### config.mk
export PLATFORM = sky130hd
export DESIGN_NAME = main_control_fsm
export DESIGN_NICKNAME = d
export VERILOG_FILES = /design/src/rtl/mips_ctrl_pkg.sv /design/src/rtl/main_control_outdec.sv /design/src/rtl/main_control_fsm.sv
export SDC_FILE = /design/constraint.sdc
export NUM_CORES = 1
export LEC_CHECK = 0
export CORE_MARGIN = 3
export CORE_UTILIZATION = 47
export CTS_CLUSTER_SIZE = 16
export DETAILED_ROUTE_END_ITERATION = 8
export PLACE_DENSITY_LB_ADDON = 0.15
export SLEW_MARGIN = 30
export SYNTH_ARGS = -nofsm -noshare
export SYNTH_HDL_FRONTEND = slang
export SYNTH_SLANG_ARGS = --single-unit
### constraint.sdc
create_clock -name clk_i -period 4.41 [get_ports clk_i]
set_input_delay 0.441 -clock clk_i [delete_from_list [all_inputs] [get_ports clk_i]]
set_output_delay 0.441 -clock clk_i [all_outputs]
set_load 0.05 [all_outputs]
### src/rtl/mips_ctrl_pkg.sv
// Shared definitions for the multi-cycle MIPS control path: FSM state codes,
// opcode constants, ALU-op codes, datapath select codes and the packed
// control word that the output decoder produces.
package mips_ctrl_pkg;

  typedef enum logic [3:0] {
    StFetch   = 4'd0,
    StDecode  = 4'd1,
    StMemAdr  = 4'd2,
    StMemRd   = 4'd3,
    StMemWb   = 4'd4,
    StMemWr   = 4'd5,
    StExec    = 4'd6,
    StRwb     = 4'd7,
    StBranch  = 4'd8,
    StImmEx   = 4'd9,
    StImmWb   = 4'd10,
    StJump    = 4'd11,
    StIllegal = 4'd12
  } state_e;

  localparam logic [5:0] OpRtype = 6'b000000;
  localparam logic [5:0] OpLw    = 6'b100011;
  localparam logic [5:0] OpSw    = 6'b101011;
  localparam logic [5:0] OpBeq   = 6'b000100;
  localparam logic [5:0] OpJ     = 6'b000010;
  localparam logic [5:0] OpAddi  = 6'b001000;
  localparam logic [5:0] OpAndi  = 6'b001100;
  localparam logic [5:0] OpOri   = 6'b001101;
  localparam logic [5:0] OpSlti  = 6'b001010;

  localparam logic [3:0] AluOpAdd   = 4'b0000;
  localparam logic [3:0] AluOpSub   = 4'b0001;
  localparam logic [3:0] AluOpFunct = 4'b0010;
  localparam logic [3:0] AluOpAddi  = 4'b0011;
  localparam logic [3:0] AluOpAndi  = 4'b0100;
  localparam logic [3:0] AluOpOri   = 4'b0101;
  localparam logic [3:0] AluOpSlti  = 4'b0110;

  localparam logic [1:0] SrcBReg   = 2'b00;
  localparam logic [1:0] SrcBFour  = 2'b01;
  localparam logic [1:0] SrcBImm   = 2'b10;
  localparam logic [1:0] SrcBImmSh = 2'b11;

  localparam logic [1:0] PcSrcAlu    = 2'b00;
  localparam logic [1:0] PcSrcAluOut = 2'b01;
  localparam logic [1:0] PcSrcJump   = 2'b10;

  typedef struct packed {
    logic       pc_write;
    logic       pc_write_cond;
    logic       ir_write;
    logic       reg_write;
    logic       mem_read;
    logic       mem_write;
    logic       iord;
    logic       mem_to_reg;
    logic       reg_dst;
    logic       alu_src_a;
    logic [1:0] alu_src_b;
    logic [1:0] pc_src;
    logic [3:0] alu_op;
    logic       illegal;
  } ctrl_t;

  // ALU operation for the I-type arithmetic/logic group.
  function automatic logic [3:0] imm_alu_op(logic [5:0] op);
    logic [3:0] res;
    res = AluOpAdd;
    case (op)
      OpAddi:  res = AluOpAddi;
      OpAndi:  res = AluOpAndi;
      OpOri:   res = AluOpOri;
      OpSlti:  res = AluOpSlti;
      default: res = AluOpAdd;
    endcase
    return res;
  endfunction

endpackage

### src/rtl/main_control_outdec.sv
// Combinational control-word decoder for the main control FSM.
// Ports:
//   state_i     current FSM state code
//   mem_ready_i memory handshake (gates IR/PC write in FETCH)
//   op_i        opcode, selects the ALU op in IMMEX
//   ctrl_o      full datapath control word
module main_control_outdec
  import mips_ctrl_pkg::*;
(
  input  logic [3:0] state_i,
  input  logic       mem_ready_i,
  input  logic [5:0] op_i,
  output ctrl_t      ctrl_o
);

  always_comb begin
    ctrl_o = '0;
    case (state_i)
      StFetch: begin
        ctrl_o.mem_read  = 1'b1;
        ctrl_o.alu_src_b = SrcBFour;
        ctrl_o.alu_op    = AluOpAdd;
        ctrl_o.pc_src    = PcSrcAlu;
        ctrl_o.ir_write  = mem_ready_i;
        ctrl_o.pc_write  = mem_ready_i;
      end
      StDecode: begin
        ctrl_o.alu_src_b = SrcBImmSh;
        ctrl_o.alu_op    = AluOpAdd;
      end
      StMemAdr: begin
        ctrl_o.alu_src_a = 1'b1;
        ctrl_o.alu_src_b = SrcBImm;
        ctrl_o.alu_op    = AluOpAdd;
      end
      StMemRd: begin
        ctrl_o.mem_read = 1'b1;
        ctrl_o.iord     = 1'b1;
      end
      StMemWb: begin
        ctrl_o.mem_to_reg = 1'b1;
        ctrl_o.reg_write  = 1'b1;
      end
      StMemWr: begin
        ctrl_o.mem_write = 1'b1;
        ctrl_o.iord      = 1'b1;
      end
      StExec: begin
        ctrl_o.alu_src_a = 1'b1;
        ctrl_o.alu_src_b = SrcBReg;
        ctrl_o.alu_op    = AluOpFunct;
      end
      StRwb: begin
        ctrl_o.reg_dst   = 1'b1;
        ctrl_o.reg_write = 1'b1;
      end
      StBranch: begin
        ctrl_o.alu_src_a     = 1'b1;
        ctrl_o.alu_src_b     = SrcBReg;
        ctrl_o.alu_op        = AluOpSub;
        ctrl_o.pc_write_cond = 1'b1;
        ctrl_o.pc_src        = PcSrcAluOut;
      end
      StImmEx: begin
        ctrl_o.alu_src_a = 1'b1;
        ctrl_o.alu_src_b = SrcBImm;
        ctrl_o.alu_op    = imm_alu_op(op_i);
      end
      StImmWb: begin
        ctrl_o.reg_write = 1'b1;
      end
      StJump: begin
        ctrl_o.pc_write = 1'b1;
        ctrl_o.pc_src   = PcSrcJump;
      end
      StIllegal: begin
        ctrl_o.illegal = 1'b1;
      end
      default: ctrl_o = '0;
    endcase
  end

endmodule

### src/rtl/main_control_fsm.sv
// Multi-cycle MIPS main control FSM with illegal-opcode counter.
// Ports:
//   clk_i, rst_ni            clock, asynchronous active-low reset
//   op_i                     instruction opcode
//   memReady_i               memory access completes this cycle
//   pcWrite_o .. memWrite_o  datapath strobes
//   iorD_o .. aluSrcA_o      datapath mux selects
//   aluSrcB_o, pcSrc_o       2-bit selects
//   aluOp_o                  ALU control operation
//   state_o                  current state code
//   illegal_o, illegalCnt_o  illegal-opcode pulse and saturating count
module main_control_fsm
  import mips_ctrl_pkg::*;
#(
  parameter bit USE_MEM_READY = 1'b1
) (
  input  logic       clk_i,
  input  logic       rst_ni,
  input  logic [5:0] op_i,
  input  logic       memReady_i,
  output logic       pcWrite_o,
  output logic       pcWriteCond_o,
  output logic       irWrite_o,
  output logic       regWrite_o,
  output logic       memRead_o,
  output logic       memWrite_o,
  output logic       iorD_o,
  output logic       memToReg_o,
  output logic       regDst_o,
  output logic       aluSrcA_o,
  output logic [1:0] aluSrcB_o,
  output logic [1:0] pcSrc_o,
  output logic [3:0] aluOp_o,
  output logic [3:0] state_o,
  output logic       illegal_o,
  output logic [7:0] illegalCnt_o
);

  state_e     state_q, state_d;
  logic       active_q;
  logic [7:0] cnt_q;
  logic       mem_ready;
  ctrl_t      ctrl_raw, ctrl;

  assign mem_ready = USE_MEM_READY ? memReady_i : 1'b1;

  // active_q holds every output at zero until the first edge after reset
  // release, so FETCH begins cleanly on that edge.
  always_ff @(posedge clk_i or negedge rst_ni) begin
    if (!rst_ni) begin
      state_q  <= StFetch;
      active_q <= 1'b0;
      cnt_q    <= '0;
    end else begin
      state_q  <= state_d;
      active_q <= 1'b1;
      if (state_q == StIllegal && cnt_q != 8'hff) begin
        cnt_q <= cnt_q + 8'd1;
      end
    end
  end

  always_comb begin
    state_d = StFetch;
    if (active_q) begin
      case (state_q)
        StFetch:  state_d = mem_ready ? StDecode : StFetch;
        StDecode: begin
          case (op_i)
            OpLw, OpSw:                    state_d = StMemAdr;
            OpRtype:                       state_d = StExec;
            OpBeq:                         state_d = StBranch;
            OpAddi, OpAndi, OpOri, OpSlti: state_d = StImmEx;
            OpJ:                           state_d = StJump;
            default:                       state_d = StIllegal;
          endcase
        end
        StMemAdr: state_d = (op_i == OpLw) ? StMemRd : StMemWr;
        StMemRd:  state_d = mem_ready ? StMemWb : StMemRd;
        StMemWr:  state_d = mem_ready ? StFetch : StMemWr;
        StExec:   state_d = StRwb;
        StImmEx:  state_d = StImmWb;
        default:  state_d = StFetch;
      endcase
    end
  end

  main_control_outdec u_outdec (
    .state_i     (state_q),
    .mem_ready_i (mem_ready),
    .op_i        (op_i),
    .ctrl_o      (ctrl_raw)
  );

  assign ctrl = active_q ? ctrl_raw : '0;

  assign pcWrite_o     = ctrl.pc_write;
  assign pcWriteCond_o = ctrl.pc_write_cond;
  assign irWrite_o     = ctrl.ir_write;
  assign regWrite_o    = ctrl.reg_write;
  assign memRead_o     = ctrl.mem_read;
  assign memWrite_o    = ctrl.mem_write;
  assign iorD_o        = ctrl.iord;
  assign memToReg_o    = ctrl.mem_to_reg;
  assign regDst_o      = ctrl.reg_dst;
  assign aluSrcA_o     = ctrl.alu_src_a;
  assign aluSrcB_o     = ctrl.alu_src_b;
  assign pcSrc_o       = ctrl.pc_src;
  assign aluOp_o       = ctrl.alu_op;
  assign illegal_o     = ctrl.illegal;
  assign state_o       = state_q;
  assign illegalCnt_o  = cnt_q;

endmodule

# Yosys cells after proc, flatten, opt, wreduce, memory -nomap -nowiden

Index checks and enable logic that the tools add are counted.

Logic and storage cells: 58
Register bits: 13
Bits of input ports: 9
Output and inout port bits: 31

Eq/ne operators: 21
Reduce and logical (&&, ||, !) cells: 10
Mux-type cells: 23
Add/subtract/negate cells: 1

Operator list:

| operator            | count |
|---|---|
| $pmux 4 s7          | 1 |
| $eq 6x4->1 const B  | 4 |
| $eq 4x4->1 const B  | 5 |
| $pmux 4 s5          | 1 |
| $mux 19             | 1 |
| $eq 4x3->1 const B  | 4 |
| $eq 6x6->1 const B  | 2 |
| $pmux 3 s4          | 1 |
| $mux 1              | 11 |
| $mux 3              | 3 |
| $pmux 3 s3          | 1 |
| $add 8x1->8 const B | 1 |
| $eq 4x2->1 const B  | 2 |
| $ne 8x8->1 const B  | 1 |
| $reduce_or 2->1     | 4 |
| $reduce_or 4->1     | 2 |
| $eq 6x2->1 const B  | 1 |
| $eq 6x3->1 const B  | 1 |
| $logic_not 6->1     | 1 |
| $pmux 2 s3          | 1 |
| $eq 4x1->1 const B  | 1 |
| $logic_not 4->1     | 1 |
| $mux 4              | 1 |
| $pmux 2 s2          | 1 |
| other kinds (3)     | 3 |

# Depth between registers and ports, before layout

Depth after elaboration: 5
Mapped depth: 5
Mapped depth without buffers: 5

# Modules after synthesis

From an unflattened synthesis, not the netlist that was laid out.

Cells, all modules: 144
Area total of the unflattened synthesis: 1218.7 sq um

By module, submodules not included:

| module              | instances | sequential area each (sq um) | area an instance (sq um) | cells an instance |
|---|---|---|---|---|
| main_control_fsm    | 1         | 325.3                        | 930.9                    | 102 |
| main_control_outdec | 1         | 0.0                          | 287.8                    | 42 |

# Worst setup path after synthesis

Ideal clock, no wire load.

Path kind: register -> output
Start: reg state_q[3], in the netlist state_o[3]
End: out aluOp_o[2]
Cell stages (with the launch flop): 4
Path buffers: 0
Data arrival time: 2661 ps
Data required time: 3969 ps
Slack: 1308 ps
Cell sequence: dfrtp_1 nor2b_1 nand2_1 nor4_1

Cells in the longest elaborated chain, start to end: 3
Elaborated cells between the ends (all ways): 5
Classes of those cells: eq/ne (3); mux (2)

Ends and longest elaborated chain:

| item                                     | RTL line                  | source |
|---|---|---|
| start: declaration                       | main_control_fsm.sv:39    | `state_e state_q, state_d;` |
| start signal: assignment                 | main_control_fsm.sv:51    | `state_q <= StFetch;` |
| start signal: assignment                 | main_control_fsm.sv:55    | `state_q <= state_d;` |
| $eq 4x4->1 or $eq 4x3->1 (tied branches) | main_control_outdec.sv:18 | `case (state_i)` |
| $pmux 3 s3 *                             | main_control_outdec.sv:18 |  |
| $mux 19 *                                | main_control_fsm.sv:95    | `assign ctrl = active_q ? ctrl_raw : '0;` |
| end: declaration                         | main_control_fsm.sv:33    | `output logic [3:0] aluOp_o,` |

Every way passes the cells marked *; elsewhere a longest branch is shown, timed or not.

# Worst setup path in the final report

Start: reg state_q[1], in the netlist state_o[1]
End: out aluSrcB_o[1]

Cells in the longest elaborated chain, start to end: 4
Elaborated cells between the ends (all ways): 7
Classes of those cells: eq/ne (3); mux (2); reduce/logical (2)

Ends and longest elaborated chain:

| item                                     | RTL line                  | source |
|---|---|---|
| $eq 4x2->1 or $eq 4x4->1 (tied branches) | main_control_outdec.sv:18 |  |
| $reduce_or 2->1 (no source line)         | -                         |  |
| $pmux 2 s3 *                             | main_control_outdec.sv:18 |  |
| $mux 19 *                                | main_control_fsm.sv:95    |  |
| end: declaration                         | main_control_fsm.sv:31    | `output logic [1:0] aluSrcB_o,` |

Marked as above.

==> impl_summary.txt <==
----------------------------------------------------
[Status]
  Status ... complete, no violations

[Clocking]
  Depth of the CTS H-tree ... 1
  Clock transition at the register clock pins on the worst setup and hold paths after CTS ... 0.08 ns
  Clock insertion delay at the later pin of the skew report ... 0.27 ns
  Post-CTS setup-driven buffer insertion count ... 0
  Number of sinks on the clock net ... 13
  # hold bufs at CTS ... 0
  Worst-case clock buffer depth ... 2
  Post-cts repair resize count ... 0
  Clk Tree Root Cell ... clkbuf_4
  CTS tree ... built
  Number of CTS-inserted buffers ... 3

[Floorplanning]
  Initial core utilization ... 0.521
  Number of rows created at floorplan ... 16
  Floorplan die area ... 2890 um2
  Die Height ... 53.8 um
  Area inside the core boundary ... 2060 um2
  Die boundary width ... 53.8 um
  Number of I/O pins ... 40

[Yosys]
  Synth Net Count ... 140
  Syn Inst Count ... 130
  Most frequent cell after synthesis ... nor2_1
  Seq cells post-synth ... 13
  Synthesized area divided by synthesized cell count ... 8.26 um2
  Portion of the post-synthesis area used by sequential elements ... 0.303
  Syn Std Cell Area ... 1070 um2
  Synth Flop Type ... dfrtp_1
  Post-synth top area share ... 0.303
  Share of async-settable or async-resettable flops after synthesis ... 1.00
  Number of unique standard cell types used by synthesis ... 41
  Leading cell types by total area after synthesis ... dfrtp_1 (30%), nor2_1 (6.3%), xnor2_1 (4.1%)
  Number of enable-type register cells in the synthesized netlist ... 0
  Cell type contributing the most total cell area after synthesis ... dfrtp_1
  Yosys synthesis warning count ... 0
  Cell types with the highest counts after synthesis ... nor2_1 (18), dfrtp_1 (13), a21oi_1 (8), nand2_1 (8), nor3_1 (7)

[Min path]
  Tightest Hold Check Type ... reg2reg
  Worst hold path cell count ... 1

[Worst setup path]
  Reg2reg end ... state_o[0]
  Worst setup path startpoint ... state_o[1]
  Flop-to-flop setup slack ... 2.66 ns
  Reg-to-reg critical path startpoint ... state_o[1]
  Buffers plus inverters on the worst setup path ... 1
  List of cells traversed by the critical path ... nand2b_1 > or2_2 > a21oi_1 > clkdlybuf4s50_1
  Cell family with most CP delay ... buffers and inverters
  Required time of the critical path ... 3.97 ns
  Largest fanout on the critical path ... 22
  Sort of element at the start of the critical path ... register
  Setup CP Type ... reg2out
  Cell count of the worst reg-to-reg path ... 4
  Slowest CP cell ... clkdlybuf4s50_1
  CP Capture Point ... aluSrcB_o[1]
  Critical path data arrival time ... 2.62 ns
  Crit end category ... output port
  Longest individual stage delay on the worst path ... 0.82 ns
  Number of gates on the worst path with buffers counted ... 4

[Timing]
  Final TNS setup ... 0 ns
  Worst setup slack after layout ... 1.35 ns
  Post-Route Skew ... 0.000602 ns
  Total count of hold-check failures in the final report ... 0
  Headroom to the max-slew limit ... 0.577
  Setup-failing EPs final ... 0
  Transition at the pin with the smallest max-transition slack ... 0.635 ns
  Top achievable clock speed ... 326 MHz
  Final Critical Period ... 3.06 ns
  Max Transition Viols Final ... 0
  Unrepaired setup endpoints after global routing ... false
  Final worst-path cycle share ... 0.695

[Layout]
  Ant. Diodes ... 0
  Final #Nets ... 172
  Layout cell share with drive strength beyond 1 ... 0.0745
  Non-filler cells in the finished layout ... 188
  Post-route standard cell area excluding fillers ... 1450 um2
  Area added between synthesis and finish ... 35.4%

[Pwr]
  Share of power burned in the clock network ... 0.193
  VDD IR max ... 0.000294 V
  Leak ... 0.556 nW
  Total power density per cell area ... 258 nW/um2
  Sequential fraction of design power ... 0.399
  Sw power ... 0.000155 W
  Net Sw Frac ... 0.413
  Fraction of power consumed by combinational cells ... 0.408
  Design internal power ... 0.000220 W

[Route]
  Mean number of vias per cell ... 5.62
  TritonRoute pass-1 iters ... 4
  Vias after detailed routing ... 1,057
  DRC violation count after routing ... 0
  Final routed wirelength across all metal layers ... 2520 um
  DRT iter0 DRCs ... 29
  Routed Antenna Nets ... 0
  Routed length per placed instance ... 13.4 um

[Placed design]
  Gp weighted congestion ... 0.854
  Placed Area ... 1430 um2
  Post-Place Cells ... 184
  Count of buffers from port buffering ... 38
  DP HPWL ... 1890 um
  Worst slack at placement ... 1.48 ns

[GRT]
  Number of global-route vias before repair ... 944
  Number of antenna violations at the first check in global routing ... 0
  Total congestion overflow ... 0
  Overall Global Routing Usage ... 0.195
  Global-route wire length before repair ... 4150 um
  Largest net degree at the start of global routing ... 23

[Run]
  Max-capacitance violation count ... 0

----------------------------------------------------
[routing by layer]
layer,share of wire,GRT usage,wire length [um]
met5,0,0,0
met4,0,0.0128,0
met3,0.077,0.0609,195
met2,0.46,0.313,1170
met1,0.46,0.268,1160
[worst min-delay path by stage]
stage	slack (ns)	to	start
after floorplan	0.15	active_q	rst_ni
after global placement	0.48	illegalCnt_o[6]	illegalCnt_o[6]
after detailed placement	0.49	illegalCnt_o[6]	illegalCnt_o[6]
after CTS	0.50	illegalCnt_o[6]	illegalCnt_o[6]
after global routing	0.51	illegalCnt_o[6]	illegalCnt_o[6]
final	0.50	illegalCnt_o[6]	illegalCnt_o[6]
[power by group through the flow]
stage                clock, W  sequential (W)  combinational [W]
floorplan                   0        0.000175          0.0000783
global placement            0        0.000151           0.000151
detailed placement          0        0.000151           0.000153
CTS                 0.0000741        0.000149           0.000154
global route        0.0000817        0.000152           0.000163
finish              0.0000725        0.000149           0.000153
[state kept, by name (all words and copies together), names as in the netlist]
| register | flops |
|---|---|
| active_q | 1 |
| illegalCnt_o | 8 |
| state_o | 4 |
[worst reg2reg max path, cell delays in order, from the launching register on]
cell and delay, ns:
dfrtp_1 0.62, nand2b_1 0.40, nor4b_1 0.33, o21ai_0 0.16
a21oi_1 0.16
[cell usage in the layout (no fill, tap or decap), types with 2 or more instances in the layout]
cell type	synthesis	layout
nor4_1	2	2
nor3_1	7	7
conb_1	2	2
clkbuf_4	0	3
and3_1	3	3
o31a_1	2	2
dfrtp_1	13	13
nor4b_1	2	2
xor2_1	5	5
nand3_1	5	5
o21ai_0	6	6
clkdlybuf4s50_1	0	38
nand2_1	8	8
nor2_1	18	18
xnor2_1	5	5
a21oi_1	8	8
nand2b_1	6	6
nor2b_1	3	3
or2_2	3	3
[cell families (layout without fill, tap and decap cells)]
family,count (synthesis),in the layout,share of synthesized area
compound gates,27,27,0.195
mux,1,1,0.0105
fa+ha+maj,1,1,0.0117
buf+inv,12,43,0.0594
simple gates,64,64,0.332
flops,13,13,0.303
other cells,2,2,0.00700
xor+xnor,10,10,0.0816
[final cells by class]
cell class | count | area (um2)
sequential | 13 | 325
fill | 177 | 608
inverter | 1 | 3.75
tap | 27 | 33.8
timing repair buffer | 38 | 380
multi-input combinational | 105 | 684
clock buffer | 4 | 26.3
[per-stage QoR]
step / total power (W) / hold WS, ns / util
after global placement: 0.000302 / 0.483 / 0.692
final: 0.000375 / 0.503 / 0.705
after detailed placement: 0.000304 / 0.493 / 0.692
after CTS: 0.000377 / 0.504 / 0.705
after floorplan: 0.000254 / 0.145 / -
after global routing: 0.000397 / 0.513 / 0.705
Note: power is estimated with default switching activity, not from simulation.
